===== config.mk =====
export PLATFORM = sky130hd
export DESIGN_NAME = lsu_flat
export DESIGN_NICKNAME = d
export VERILOG_FILES = /design/src/rtl/lsu_if.sv /design/src/rtl/lsu.sv /design/src/flat_wrapper.sv
export SDC_FILE = /design/constraint.sdc
export NUM_CORES = 1
export LEC_CHECK = 0
export BUFFER_PORTS_ARGS = -buffer_cell sky130_fd_sc_hd__buf_4
export CAP_MARGIN = 10
export CORE_UTILIZATION = 38
export DETAILED_ROUTE_END_ITERATION = 7
export REMOVE_ABC_BUFFERS = 1
export SYNTH_ARGS = -nofsm -noshare
export SYNTH_HDL_FRONTEND = slang
export SYNTH_SLANG_ARGS = --single-unit
export TNS_END_PERCENT = 5

===== constraint.sdc =====
create_clock -name clk -period 3.81 [get_ports clk]
set_input_delay 0.381 -clock clk [delete_from_list [all_inputs] [get_ports clk]]
set_output_delay 0.381 -clock clk [all_outputs]
set_load 0.02 [all_outputs]

===== src/rtl/lsu_if.sv =====
// Request, response and RAM port-2 signals of the load/store unit.
// slave is the LSU side, master the core/RAM side.
interface lsu_if;
   logic        req_valid;
   logic        req_ready;
   logic        req_we;
   logic [2:0]  req_funct3;
   logic [31:0] req_addr;
   logic [31:0] req_wdata;
   logic        resp_valid;
   logic [31:0] resp_rdata;
   logic        resp_fault;
   logic [31:0] mem_addr;
   logic [31:0] mem_rd;
   logic        mem_we;
   logic [31:0] mem_wd;

   modport slave (
      input  req_valid, req_we, req_funct3,
      input  req_addr, req_wdata, mem_rd,
      output req_ready, resp_valid, resp_rdata,
      output resp_fault, mem_addr, mem_we, mem_wd
   );

   modport master (
      output req_valid, req_we, req_funct3,
      output req_addr, req_wdata, mem_rd,
      input  req_ready, resp_valid, resp_rdata,
      input  resp_fault, mem_addr, mem_we, mem_wd
   );
endinterface


===== src/rtl/lsu.sv =====
// RV32I load/store unit in front of a word-wide RAM port.
// Sub-word stores use read-modify-write.
module lsu #(
   parameter int unsigned MEM_SIZE   = 4096,
   parameter logic [31:0] START_ADDR = 32'd0
) (
   input  logic clk,
   input  logic rst,
   lsu_if.slave bus
);

   typedef enum logic [1:0] {
      IDLE, ACCESS, WRITE, RESP
   } state_t;

   localparam logic [32:0] LO = {1'b0, START_ADDR};
   localparam logic [32:0] HI =
      {1'b0, START_ADDR} + 33'(MEM_SIZE) - 33'd1;

   state_t      state, nstate;
   logic        we_q, fault_q;
   logic [2:0]  f3_q;
   logic [1:0]  off_q;
   logic [31:0] a_q, wdata_q, data_q;

   logic        accept, misal, illegal, oor, fault_in;
   logic [31:0] a_in, sh, loadv, mask, merged;
   logic [4:0]  bsh;

   assign accept = bus.req_valid && state == IDLE && !rst;
   assign a_in   = {bus.req_addr[31:2], 2'b00};
   assign bus.mem_addr = a_q;

   always_comb begin
      misal   = 1'b0;
      illegal = 1'b0;
      unique case (bus.req_funct3)
         3'b000, 3'b100: misal = 1'b0;
         3'b001, 3'b101: misal = bus.req_addr[0];
         3'b010:         misal = |bus.req_addr[1:0];
         default:        illegal = 1'b1;
      endcase
      if (bus.req_funct3[2] && bus.req_we)
         illegal = 1'b1;
   end

   // 33-bit compare so addresses near 2^32 cannot wrap into range
   assign oor = ({1'b0, a_in} < LO) ||
                ({1'b0, a_in} + 33'd3 > HI);
   assign fault_in = misal || illegal || oor;

   assign bsh = {off_q, 3'b000};
   assign sh  = bus.mem_rd >> bsh;

   always_comb begin
      unique case (f3_q)
         3'b000:  loadv = {{24{sh[7]}}, sh[7:0]};
         3'b100:  loadv = {24'd0, sh[7:0]};
         3'b001:  loadv = {{16{sh[15]}}, sh[15:0]};
         3'b101:  loadv = {16'd0, sh[15:0]};
         default: loadv = sh;
      endcase
   end

   assign mask = (f3_q[1:0] == 2'b00) ?
                 (32'h0000_00ff << bsh) :
                 (32'h0000_ffff << bsh);
   assign merged = (bus.mem_rd & ~mask) |
                   ((wdata_q << bsh) & mask);

   always_ff @(posedge clk) begin
      if (rst) state <= IDLE;
      else     state <= nstate;
   end

   always_comb begin
      nstate         = state;
      bus.req_ready  = 1'b0;
      bus.resp_valid = 1'b0;
      bus.resp_fault = 1'b0;
      bus.resp_rdata = 32'd0;
      bus.mem_we     = 1'b0;
      bus.mem_wd     = 32'd0;
      unique case (state)
         IDLE: begin
            bus.req_ready = 1'b1;
            if (accept)
               nstate = fault_in ? RESP : ACCESS;
         end
         ACCESS: begin
            if (we_q && f3_q == 3'b010) begin
               bus.mem_we = 1'b1;
               bus.mem_wd = wdata_q;
               nstate     = RESP;
            end else if (we_q) begin
               nstate = WRITE;
            end else begin
               nstate = RESP;
            end
         end
         WRITE: begin
            bus.mem_we = 1'b1;
            bus.mem_wd = data_q;
            nstate     = RESP;
         end
         RESP: begin
            bus.resp_valid = 1'b1;
            bus.resp_fault = fault_q;
            if (!we_q && !fault_q)
               bus.resp_rdata = data_q;
            nstate = IDLE;
         end
         default: nstate = IDLE;
      endcase
      if (rst) begin
         nstate         = IDLE;
         bus.req_ready  = 1'b0;
         bus.resp_valid = 1'b0;
         bus.resp_fault = 1'b0;
         bus.resp_rdata = 32'd0;
         bus.mem_we     = 1'b0;
         bus.mem_wd     = 32'd0;
      end
   end

   always_ff @(posedge clk) begin
      if (rst) begin
         we_q    <= 1'b0;
         fault_q <= 1'b0;
         f3_q    <= 3'd0;
         off_q   <= 2'd0;
         a_q     <= 32'd0;
         wdata_q <= 32'd0;
         data_q  <= 32'd0;
      end else begin
         if (accept) begin
            we_q    <= bus.req_we;
            f3_q    <= bus.req_funct3;
            off_q   <= bus.req_addr[1:0];
            wdata_q <= bus.req_wdata;
            fault_q <= fault_in;
            if (!fault_in) a_q <= a_in;
         end
         // loads keep the extended value, sub-word stores the merged word
         if (state == ACCESS)
            data_q <= we_q ? merged : loadv;
      end
   end

endmodule

===== src/flat_wrapper.sv =====
// flat-port wrapper written by rule: the top's interface ports become plain ports
module lsu_flat 
#(
   parameter int unsigned MEM_SIZE   = 4096,
   parameter logic [31:0] START_ADDR = 32'd0
)
  (clk, rst, bus_req_valid, bus_req_we, bus_req_funct3, bus_req_addr, bus_req_wdata, bus_mem_rd, bus_req_ready, bus_resp_valid, bus_resp_rdata, bus_resp_fault, bus_mem_addr, bus_mem_we, bus_mem_wd);
  lsu_if bus_i ();
  input  logic clk;
  input  logic rst;
  input wire logic [$bits(bus_i.req_valid)-1:0] bus_req_valid;
  input wire logic [$bits(bus_i.req_we)-1:0] bus_req_we;
  input wire logic [$bits(bus_i.req_funct3)-1:0] bus_req_funct3;
  input wire logic [$bits(bus_i.req_addr)-1:0] bus_req_addr;
  input wire logic [$bits(bus_i.req_wdata)-1:0] bus_req_wdata;
  input wire logic [$bits(bus_i.mem_rd)-1:0] bus_mem_rd;
  output wire logic [$bits(bus_i.req_ready)-1:0] bus_req_ready;
  output wire logic [$bits(bus_i.resp_valid)-1:0] bus_resp_valid;
  output wire logic [$bits(bus_i.resp_rdata)-1:0] bus_resp_rdata;
  output wire logic [$bits(bus_i.resp_fault)-1:0] bus_resp_fault;
  output wire logic [$bits(bus_i.mem_addr)-1:0] bus_mem_addr;
  output wire logic [$bits(bus_i.mem_we)-1:0] bus_mem_we;
  output wire logic [$bits(bus_i.mem_wd)-1:0] bus_mem_wd;
  assign bus_i.req_valid = bus_req_valid;
  assign bus_i.req_we = bus_req_we;
  assign bus_i.req_funct3 = bus_req_funct3;
  assign bus_i.req_addr = bus_req_addr;
  assign bus_i.req_wdata = bus_req_wdata;
  assign bus_i.mem_rd = bus_mem_rd;
  assign bus_req_ready = bus_i.req_ready;
  assign bus_resp_valid = bus_i.resp_valid;
  assign bus_resp_rdata = bus_i.resp_rdata;
  assign bus_resp_fault = bus_i.resp_fault;
  assign bus_mem_addr = bus_i.mem_addr;
  assign bus_mem_we = bus_i.mem_we;
  assign bus_mem_wd = bus_i.mem_wd;
  lsu #(.MEM_SIZE(MEM_SIZE), .START_ADDR(START_ADDR)) u_core (.clk(clk), .rst(rst), .bus(bus_i));
endmodule

==> key figures <==
Clock network
  • # hold bufs at CTS: 0
  • H-Tree Depth: 3
  • TritonCTS buffer count: 9
  • Worst skew pair latency: 360 ps
  • Post-CTS Setup Bufs: 0
  • Max Buffers Root-to-Sink: 2
  • CTS Sinks: 103
  • CTS tree: built
  • Resized Gates After CTS: 0
  • Reg clk slew, reported paths: 80 ps
  • CTS root buf: clkbuf_16

Routing
  • Vias: roughly 6.0k
  • Routed WL per cell: 18.8 um
  • Post-route ant nets: 0
  • DRC viols: 0
  • Final WL: 19.8 mm
  • Pre-antenna DRT Iters: 5
  • Vias/cell: 5.70
  • Starting DRC count in detailed routing: 451

STA
  • Final Hold Fails: 0
  • Worst Tran Pin Value: 889 ps
  • Final period utilization: 76.7%
  • Clock Skew: 4.73 ps
  • Minimum clock period: 2920 ps
  • Maximum clock rate: 342 MHz
  • Final setup fails: 0
  • Slew headroom: 40.4%
  • Fin. max-slew vios: 0
  • Setup TNS: 0 ps
  • Unrepaired setup endpoints after global routing: false

Logic synthesis
  • Distinct cell type count after synthesis: 60
  • Synthesized area: 5920 um^2
  • Average size of a mapped cell: approximately 8.5 um^2
  • Area leader, netlist: dfxtp_1
  • Sequential share of the synthesized area: about a third
  • Ys async rst share: 0%
  • Post-synth top area share: 34.8%
  • Largest cells by area after synthesis: dfxtp_1 35%, nand2_1 6.2%, and2_1 5.8%
  • Warnings, synthesis: 0
  • Synth Instances: 699
  • #FFs+latches synth: 103
  • Post-synth EDFFs: 0
  • Commonest register cell after synthesis: dfxtp_1

Setup path
  • CP max stage delay: 870 ps
  • Worst Path Max Fanout: 24
  • CP Buf/Inv Count: 2
  • Slowest cell on crit path: dfxtp_1
  • Crit-path leading delay family: flip-flops
  • Worst-path cell chain: nand2_1 -> nor2_2 -> buf_12 -> a22oi_1 -> nor2_1 -> buf_4
  • Worst Path Class, Setup: reg2out
  • WP data required: around 3400 ps
  • Crit start category: flop
  • WP data arrival: 2540 ps
  • Crit end category: output pin

GRT
  • Remaining Overflow, GRT: 0
  • Antenna violations before repair: 0
  • Met1 usage: 30.7%
  • All-Layer GR Usage: ~25%
  • Largest net degree at the start of global routing: 44
  • Top Usage Layer GRT: met2
  • Global-route wire length before repair: between 30 and 40 mm
  • Global Route met2 Usage: 42.6%
  • GR Layer Usage met3: 5.86%
  • Number of global-route vias before repair: 5881

Floorplanning
  • IO Pins: 203
  • Horiz. Die Dim: 127 um
  • Die H: 127 um
  • Core Area: 15200 um^2
  • Num rows: 45
  • Starting density of the core: 38.9%
  • Die footprint: 16100 um^2

Layout
  • Ant diodes: 0
  • Net count of the finished layout: 968
  • Util after Layout: 50.9%
  • Design Area, Final: 7730 um^2
  • Share of layout cells above drive strength 1: between 30% and 40%
  • Filler cell count: 1511
  • Cell Count, Final, Fillers Out: 1053
  • Synthesis-to-finish area growth: 30.7%

Power
  • Pwr Density: about 460 nW/um^2
  • Sw Share: approximately two fifths
  • Power share of the combinational group: approximately a third
  • Clock share of power: roughly a quarter
  • Max IR drop VDD: 0.309 mV
  • Sequential share of power: 41.1%
  • NetSw: 1.40 mW
  • Pint: between 2 and 2.5 mW
  • Leakage: 3.30 nW

Min path
  • Hold Crit Class: in2reg

Placement
  • Placer Congestion: 0.832
  • HPWL Detailed: between 10 and 15 mm
  • Port Buf Inserts: 200
  • Dpl cells: around 1.0k
  • Area after DPL: 7430 um^2

Outcome
  • Status: finished, final reports clean

Job
  • Max-cap viol count: 0
placed cells by master (no fill, tap or decap), types with 9 or more instances in the layout:
master	synthesis	routed
dfxtp_1	103	101
mux2i_1	18	18
nand2_1	97	97
o21ai_0	25	25
nor2_1	71	71
a21oi_1	13	13
a22oi_1	40	40
clkbuf_16	0	9
o2bb2ai_1	16	16
nor2b_1	10	10
buf_4	9	211
a221o_1	9	9
nand3_1	37	37
mux2_2	10	10
and2_1	55	54
a31oi_1	11	11
worst paths after layout:
check,startpoint,endpoint,slack [ps],depth (start not counted)
worst min register to register,u_core.wdata_q[31],u_core.wdata_q[31],460,2
worst max-delay path,u_core.we_q,bus_mem_wd[29],890,6
worst min-delay path,bus_req_wdata[4],u_core.wdata_q[4],200,3
worst max register to register,u_core.off_q[1],u_core.data_q[15],1360,5
metrics by stage:
stage                     hold slack, ps  setup WS (ps)  power, mW
after floorplan                      434            907       2.20
after global placement               444           1360       2.65
after detailed placement             444           1320       2.69
after CTS                            192            922       3.61
after global routing                 197            661       3.82
final                                204            886       3.59
power by group through the flow:
stage                     logic [mW]  clock network [mW]  registers (mW)
after detailed placement        1.19                   0            1.49
after floorplan                0.758                   0            1.44
after global routing            1.34               0.979            1.50
final                           1.20               0.913            1.47
after global placement          1.16                   0            1.49
after CTS                       1.20               0.939            1.47
metal layers:
layer  part of all wire, %  vias up  wire length [um]
met5                     0        -                 0
met4                   2.6        0               511
met3                   6.8       35              1350
met2                    48      239              9480
met1                    43     2877              8430
li1                      -     2849                 -
kinds of logic (layout without fill, tap and decap cells):
family | after synthesis | count (layout) | share of synthesized area, %
other cells | 1 | 2 | 0.0634
flops | 103 | 103 | 34.8
xor+xnor | 1 | 1 | 0.148
simple gates | 303 | 303 | 26.2
mux | 43 | 43 | 9.77
compound gates | 174 | 174 | 22.1
fa+ha+maj | 5 | 5 | 1.06
buf+inv | 69 | 234 | 5.90
synthesized netlist by cell type, types with 3 or more instances:
cell / number
a31o_2: 8
ha_1: 5
a22o_1: 7
buf_4: 9
nand2_1: 97
o31ai_1: 5
inv_1: 5
nor2b_1: 10
or3_1: 7
nor4_2: 3
o21ai_0: 25
mux2_2: 10
a311oi_1: 8
buf_2: 8
buf_1: 4
o221ai_1: 8
a211oi_1: 8
a221o_1: 9
a22oi_1: 40
o2bb2ai_1: 16
and2_1: 55
a31oi_1: 11
dfxtp_1: 103
mux2i_1: 18
mux4_2: 8
nor2_1: 71
a21oi_1: 13
nand4_1: 3
nand3_1: 37
mux2_4: 7
buf_6: 4
clkbuf_1: 37
o31a_1: 8
flip-flops by register name, indices dropped and copies added (netlist names):
name,cells
u_core.wdata_q,32
u_core.f3_q,3
u_core.off_q,2
u_core.fault_q,1
u_core.data_q,32
u_core.state,2
u_core.bus.mem_addr,30
u_core.we_q,1
final cells by class:
| type | count | area (um^2) | share of cell area [%] |
|---|---|---|---|
| sequential | 103 | 2060 | 26.7 |
| clock buffer | 9 | 225 | 2.91 |
| clock inverter | 7 | 63.8 | 0.825 |
| inverter | 6 | 22.5 | 0.291 |
| tap | 188 | 235 | 3.04 |
| multi-input combinational | 528 | 3520 | 45.5 |
| timing repair buffer | 212 | 1600 | 20.7 |
worst register-to-register path: stages (launching register included):
cell and delay, ps:
dfxtp_2 740, buf_4 480, nor2b_1 650, o2bb2ai_1 180, a21oi_1 80, o221ai_1 230
No activity file was read; power rests on OpenSTA's default activity.
